## config.mk

```make
export PLATFORM = sky130hd
export DESIGN_NAME = mem_arbiter
export DESIGN_NICKNAME = d
export VERILOG_FILES = /design/src/rtl/mem_arbiter_pkg.sv /design/src/rtl/mem_arb_select.sv /design/src/rtl/mem_arbiter.sv
export SDC_FILE = /design/constraint.sdc
export NUM_CORES = 1
export LEC_CHECK = 0
export CAP_MARGIN = 0
export CORE_MARGIN = 3
export CORE_UTILIZATION = 47
export CTS_CLUSTER_SIZE = 20
export DETAILED_ROUTE_END_ITERATION = 6
export PLACE_DENSITY = 0.87
export SLEW_MARGIN = 20
export SYNTH_ARGS = -nofsm -noshare
export SYNTH_HDL_FRONTEND = slang
export SYNTH_SLANG_ARGS = --single-unit
```

## constraint.sdc

```tcl
create_clock -name CLK -period 3.97 [get_ports CLK]
set_input_delay 1.191 -clock CLK [delete_from_list [all_inputs] [get_ports CLK]]
set_output_delay 1.191 -clock CLK [all_outputs]
set_load 0.1 [all_outputs]
```

## src/rtl/mem_arbiter_pkg.sv

```systemverilog
// mem_arbiter_pkg: shared widths, starvation limit default and FSM encoding for the memory arbiter
package mem_arbiter_pkg;
  localparam int ADDR_W_DEF = 32;
  localparam int DATA_W_DEF = 32;
  localparam int STARVE_LIMIT_DEF = 3;
  localparam logic [2:0] S_IDLE    = 3'd0;
  localparam logic [2:0] S_GRANT_I = 3'd1;
  localparam logic [2:0] S_GRANT_D = 3'd2;
  localparam logic [2:0] S_DONE_I  = 3'd3;
  localparam logic [2:0] S_DONE_D  = 3'd4;
endpackage

```

## src/rtl/mem_arb_select.sv

```systemverilog
// mem_arb_select: D-over-I winner selection with a saturating starvation counter protecting I
module mem_arb_select import mem_arbiter_pkg::*; #(
  parameter int STARVE_LIMIT = STARVE_LIMIT_DEF
) (
  input  logic clk_i,
  input  logic rst_ni,
  input  logic i_req_i,
  input  logic d_req_i,
  input  logic grant_i,
  output logic pick_d_o
);
  localparam int CW = $clog2(STARVE_LIMIT + 2);
  logic [CW-1:0] cnt_q, cnt_d;
  logic starved;
  always_comb begin
    starved  = cnt_q == CW'(STARVE_LIMIT);
    pick_d_o = d_req_i && !(i_req_i && starved);
    cnt_d    = !i_req_i ? '0 : !grant_i ? cnt_q : !pick_d_o ? '0 : starved ? cnt_q : cnt_q + 1'b1;
  end
  always_ff @(posedge clk_i) begin
    if (!rst_ni) cnt_q <= '0;
    else cnt_q <= cnt_d;
  end
endmodule

```

## src/rtl/mem_arbiter.sv

```systemverilog
// mem_arbiter: two-port (instruction/data) arbiter in front of a single busywait memory
module mem_arbiter import mem_arbiter_pkg::*; #(
  parameter int ADDR_W       = ADDR_W_DEF,
  parameter int DATA_W       = DATA_W_DEF,
  parameter int STARVE_LIMIT = STARVE_LIMIT_DEF
) (
  input  logic              CLK,
  input  logic              RESET,
  input  logic              I_READ,
  input  logic [ADDR_W-1:0] I_ADDRESS,
  output logic [DATA_W-1:0] I_READDATA,
  output logic              I_BUSYWAIT,
  input  logic              D_READ,
  input  logic              D_WRITE,
  input  logic [ADDR_W-1:0] D_ADDRESS,
  input  logic [DATA_W-1:0] D_WRITEDATA,
  output logic [DATA_W-1:0] D_READDATA,
  output logic              D_BUSYWAIT,
  output logic              M_READ,
  output logic              M_WRITE,
  output logic [ADDR_W-1:0] M_ADDRESS,
  output logic [DATA_W-1:0] M_WRITEDATA,
  input  logic [DATA_W-1:0] M_READDATA,
  input  logic              M_BUSYWAIT
);
  logic [2:0] state_q, state_d;
  logic [ADDR_W-1:0] addr_q, addr_d;
  logic [DATA_W-1:0] wdata_q, wdata_d, i_rdata_q, i_rdata_d, d_rdata_q, d_rdata_d;
  logic rd_q, rd_d, wr_q, wr_d;
  logic d_req, start, pick_d, in_grant, done;
  assign d_req    = D_READ || D_WRITE;
  assign start    = state_q == S_IDLE && (I_READ || d_req);
  assign in_grant = state_q == S_GRANT_I || state_q == S_GRANT_D;
  assign done     = in_grant && !M_BUSYWAIT;
  mem_arb_select #(.STARVE_LIMIT(STARVE_LIMIT)) u_sel (
    .clk_i    (CLK),
    .rst_ni   (RESET),
    .i_req_i  (I_READ),
    .d_req_i  (d_req),
    .grant_i  (start),
    .pick_d_o (pick_d)
  );
  // Grant states hold until memory completes; every other state falls back to IDLE.
  always_comb begin
    state_d   = in_grant ? state_q : S_IDLE;
    addr_d    = addr_q;
    wdata_d   = wdata_q;
    rd_d      = rd_q;
    wr_d      = wr_q;
    i_rdata_d = i_rdata_q;
    d_rdata_d = d_rdata_q;
    if (start) begin
      state_d = pick_d ? S_GRANT_D : S_GRANT_I;
      addr_d  = pick_d ? D_ADDRESS : I_ADDRESS;
      wdata_d = pick_d ? D_WRITEDATA : '0;
      wr_d    = pick_d && D_WRITE;
      rd_d    = !(pick_d && D_WRITE);
    end
    if (done) begin
      state_d   = state_q == S_GRANT_D ? S_DONE_D : S_DONE_I;
      i_rdata_d = (rd_q && state_q == S_GRANT_I) ? M_READDATA : i_rdata_q;
      d_rdata_d = (rd_q && state_q == S_GRANT_D) ? M_READDATA : d_rdata_q;
    end
  end
  always_ff @(posedge CLK) begin
    if (!RESET) begin
      state_q   <= S_IDLE;
      addr_q    <= '0;
      wdata_q   <= '0;
      rd_q      <= 1'b0;
      wr_q      <= 1'b0;
      i_rdata_q <= '0;
      d_rdata_q <= '0;
    end else begin
      state_q   <= state_d;
      addr_q    <= addr_d;
      wdata_q   <= wdata_d;
      rd_q      <= rd_d;
      wr_q      <= wr_d;
      i_rdata_q <= i_rdata_d;
      d_rdata_q <= d_rdata_d;
    end
  end
  assign M_READ      = in_grant && rd_q;
  assign M_WRITE     = in_grant && wr_q;
  assign M_ADDRESS   = in_grant ? addr_q : '0;
  assign M_WRITEDATA = in_grant ? wdata_q : '0;
  assign I_READDATA  = i_rdata_q;
  assign D_READDATA  = d_rdata_q;
  assign I_BUSYWAIT  = I_READ && state_q != S_DONE_I;
  assign D_BUSYWAIT  = d_req && state_q != S_DONE_D;
endmodule
```

==> key figures <==
Clock network
  – CTS tree: done
  – Max clock buf depth: 2
  – Post-CTS Setup Bufs: 0
  – CTS Hold Bufs: 0
  – H-tree depth: 4
  – Clk sinks: 136
  – Clock transition at the registers of the reported paths: 60 ps
  – Clock root cell: clkbuf_16
  – Clock Latency Late Sink: 420 ps
  – Post_cts resized: 0
  – Num CTS Buffers: 17

Power
  – Overall Power: 0.00420 W
  – Peak supply drop: about 0.33 mV
  – Pwr/cell area: 406 nW/µm²
  – Leakage power: 4.06 nW

Finish
  – Fin util: 79.7%
  – Area Overhead vs Synth: 61.7%
  – Antenna diode count: 0
  – Final net count: ~1100
  – Proportion of layout cells with a drive suffix above 1: 14.0%

Global route
  – Gr usage total: 30.2%
  – Largest net degree at the start of global routing: between 60 and 70
  – First-pass GRT wire length: 35.5 mm
  – Initial antenna violation count: 1
  – Total grt overflow: 0
  – Vias in the first global route: roughly 6500

Detailed routing
  – Pre-antenna DRT Iters: 5
  – Highest metal used: met5
  – Met1 WL: 9.11 mm
  – Antenna-violating nets left: 0
  – Vias per Instance: 5.82
  – DR iter-0 viols: 685
  – Metal3 WL: ~2.4 mm
  – Residual DRC count: 0
  – WL final: 23.5 mm
  – Via Count: 6697
  – DR WL/cell: around 20 µm
  – DR WL met2: 11.3 mm

Synthesis
  – Warnings, synthesis: 0
  – Synth Register Bits: around 140
  – Synth area leaders: dfxtp_1 (43%), a21boi_0 (9.4%), and2_1 (6.6%), and3_1 (6.4%), o21ai_0 (5.3%)
  – Seq/Total Area, Yosys: 42.6%
  – Synth cell types: 36
  – Post-synth EDFFs: 0
  – Top-count cell post-synth: dfxtp_1
  – Synth cell count leaders: dfxtp_1 (136), a21boi_0 (80), o21ai_0 (68)
  – Syn_area_per_cell: 8.56 µm²
  – Synth Flop Type: dfxtp_1
  – Top cell type's share of synthesized area: between 40% and 50%
  – Syn_nets: 883
  – Mapped Area: 6390 µm²
  – Post-synth ARST share: 0%
  – Synth Instances: 747
  – Yosys top cell by area: dfxtp_1

Setup path
  – Crit Path Category: input pin to primary output
  – CP Data Required Time: roughly 2800 ps
  – Arr. time, crit path: 2560 ps
  – Critical Path Fanout Max: 6
  – Worst reg2reg setup slack: 1640 ps
  – CP startpoint kind: input pin
  – CP Capture Type: primary output

STA
  – RSZ-0062 raised after global routing: false
  – Hold Fails Final Rpt: 0
  – Setup_tns: 0 ps
  – # setup viols final: 0
  – Minimum clock period: 3750 ps
  – Final Max Slew Viols: 0
  – Peak Freq: 267 MHz
  – Worst Tran Pin Value: 1010 ps
  – Relative slew slack: 32.3%
  – Layout Skew: around 6.1 ps
  – Fin crit share: 94.5%

Placed design
  – Routability-driven placement congestion ratio: 0.916
  – IO Port Bufs: between 200 and 300
  – Hpwl dp: 15.4 mm

Floorplan
  – Area of the core: 13000 µm²
  – Vert. Die Dim: 123 µm
  – Overall die area: 15000 µm²
  – FP Rows: 41
  – Boundary Pins: 266
  – Die Wd: 123 µm
  – Starting Density: 49.3%

Min path
  – Worst Hold Class: register to register

Job
  – Max cap viols: 0

Run status
  – Outcome: completed
-- registers in the layout (all words and copies together), names as in the netlist --
register / count
D_READDATA: 32
I_READDATA: 32
addr_q: 32
wdata_q: 32
state_q: 3
u_sel.cnt_q: 3
rd_q: 1
wr_q: 1
-- cells by family (layout without fill, tap and decap cells) --
| family | count (synthesis) | in the layout | share of synthesized area [%] |
|---|---|---|---|
| compound gates | 271 | 271 | 29.2 |
| simple gates | 249 | 249 | 22.1 |
| flops | 136 | 136 | 42.6 |
| buf+inv | 88 | 319 | 5.67 |
| fa+ha+maj | 2 | 2 | 0.391 |
| xor+xnor | 1 | 1 | 0.137 |
-- through the flow --
step | instances | area [µm²] | hold slack, ps | setup WS (ps)
finish | 1150 | 10300 | 468 | 219
global route | 1150 | 10300 | 502 | 203
CTS | 1150 | 10300 | 471 | 252
detailed placement | 1118 | 9770 | 463 | 289
global placement | 1118 | 9760 | 456 | 373
floorplan | 747 | 6390 | 448 | 38.0
-- final cells by class --
type	count	area, µm²
repair buffers	284	3470
multi-input cells	523	3360
flip-flops and latches	136	2720
fillers	808	2640
clock buffers	27	533
well taps	172	215
clock inverters	5	35.0
inverters	3	11.3
-- worst max-delay path: stages --
cell	delay, ps
clkdlybuf4s50_1	670
inv_1	110
a31oi_1	350
buf_12	230
-- cells in the final DEF (no fill, tap or decap), types with 2 or more instances in the layout --
cell	count
and2_1	67
or4_1	2
nand2_1	33
clkdlybuf4s50_1	188
a21oi_1	36
clkbuf_8	7
clkinvlp_4	4
nand3_1	67
a221o_1	32
o21a_1	32
nor2_1	2
clkbuf_16	17
buf_4	27
nand2b_1	2
inv_1	3
ha_1	2
o21ai_0	68
a21boi_1	18
and3_1	65
dfxtp_1	135
clkbuf_1	3
a21boi_0	80
nor3_2	2
buf_12	69
-- path summary, 6_finish.rpt --
path	start	endpoint	cells after the start
max	I_READ	I_BUSYWAIT	4
min	wdata_q[11]	wdata_q[11]	2
max reg2reg	state_q[2]	addr_q[2]	5
min reg2reg	wdata_q[11]	wdata_q[11]	2
-- power by group --
part           internal [W]  switching, W
Combinational      0.000440      0.000763
Sequential          0.00145     0.0000390
Clock              0.000915      0.000591
Total               0.00280       0.00139
-- metal layers --
metal | vias up | GRT usage (%)
met5 | - | 0
met4 | 2 | 11.5
met3 | 42 | 12.0
met2 | 317 | 49.9
met1 | 3225 | 35.4
li1 | 3111 | -
(Power assumes the default switching activity.)
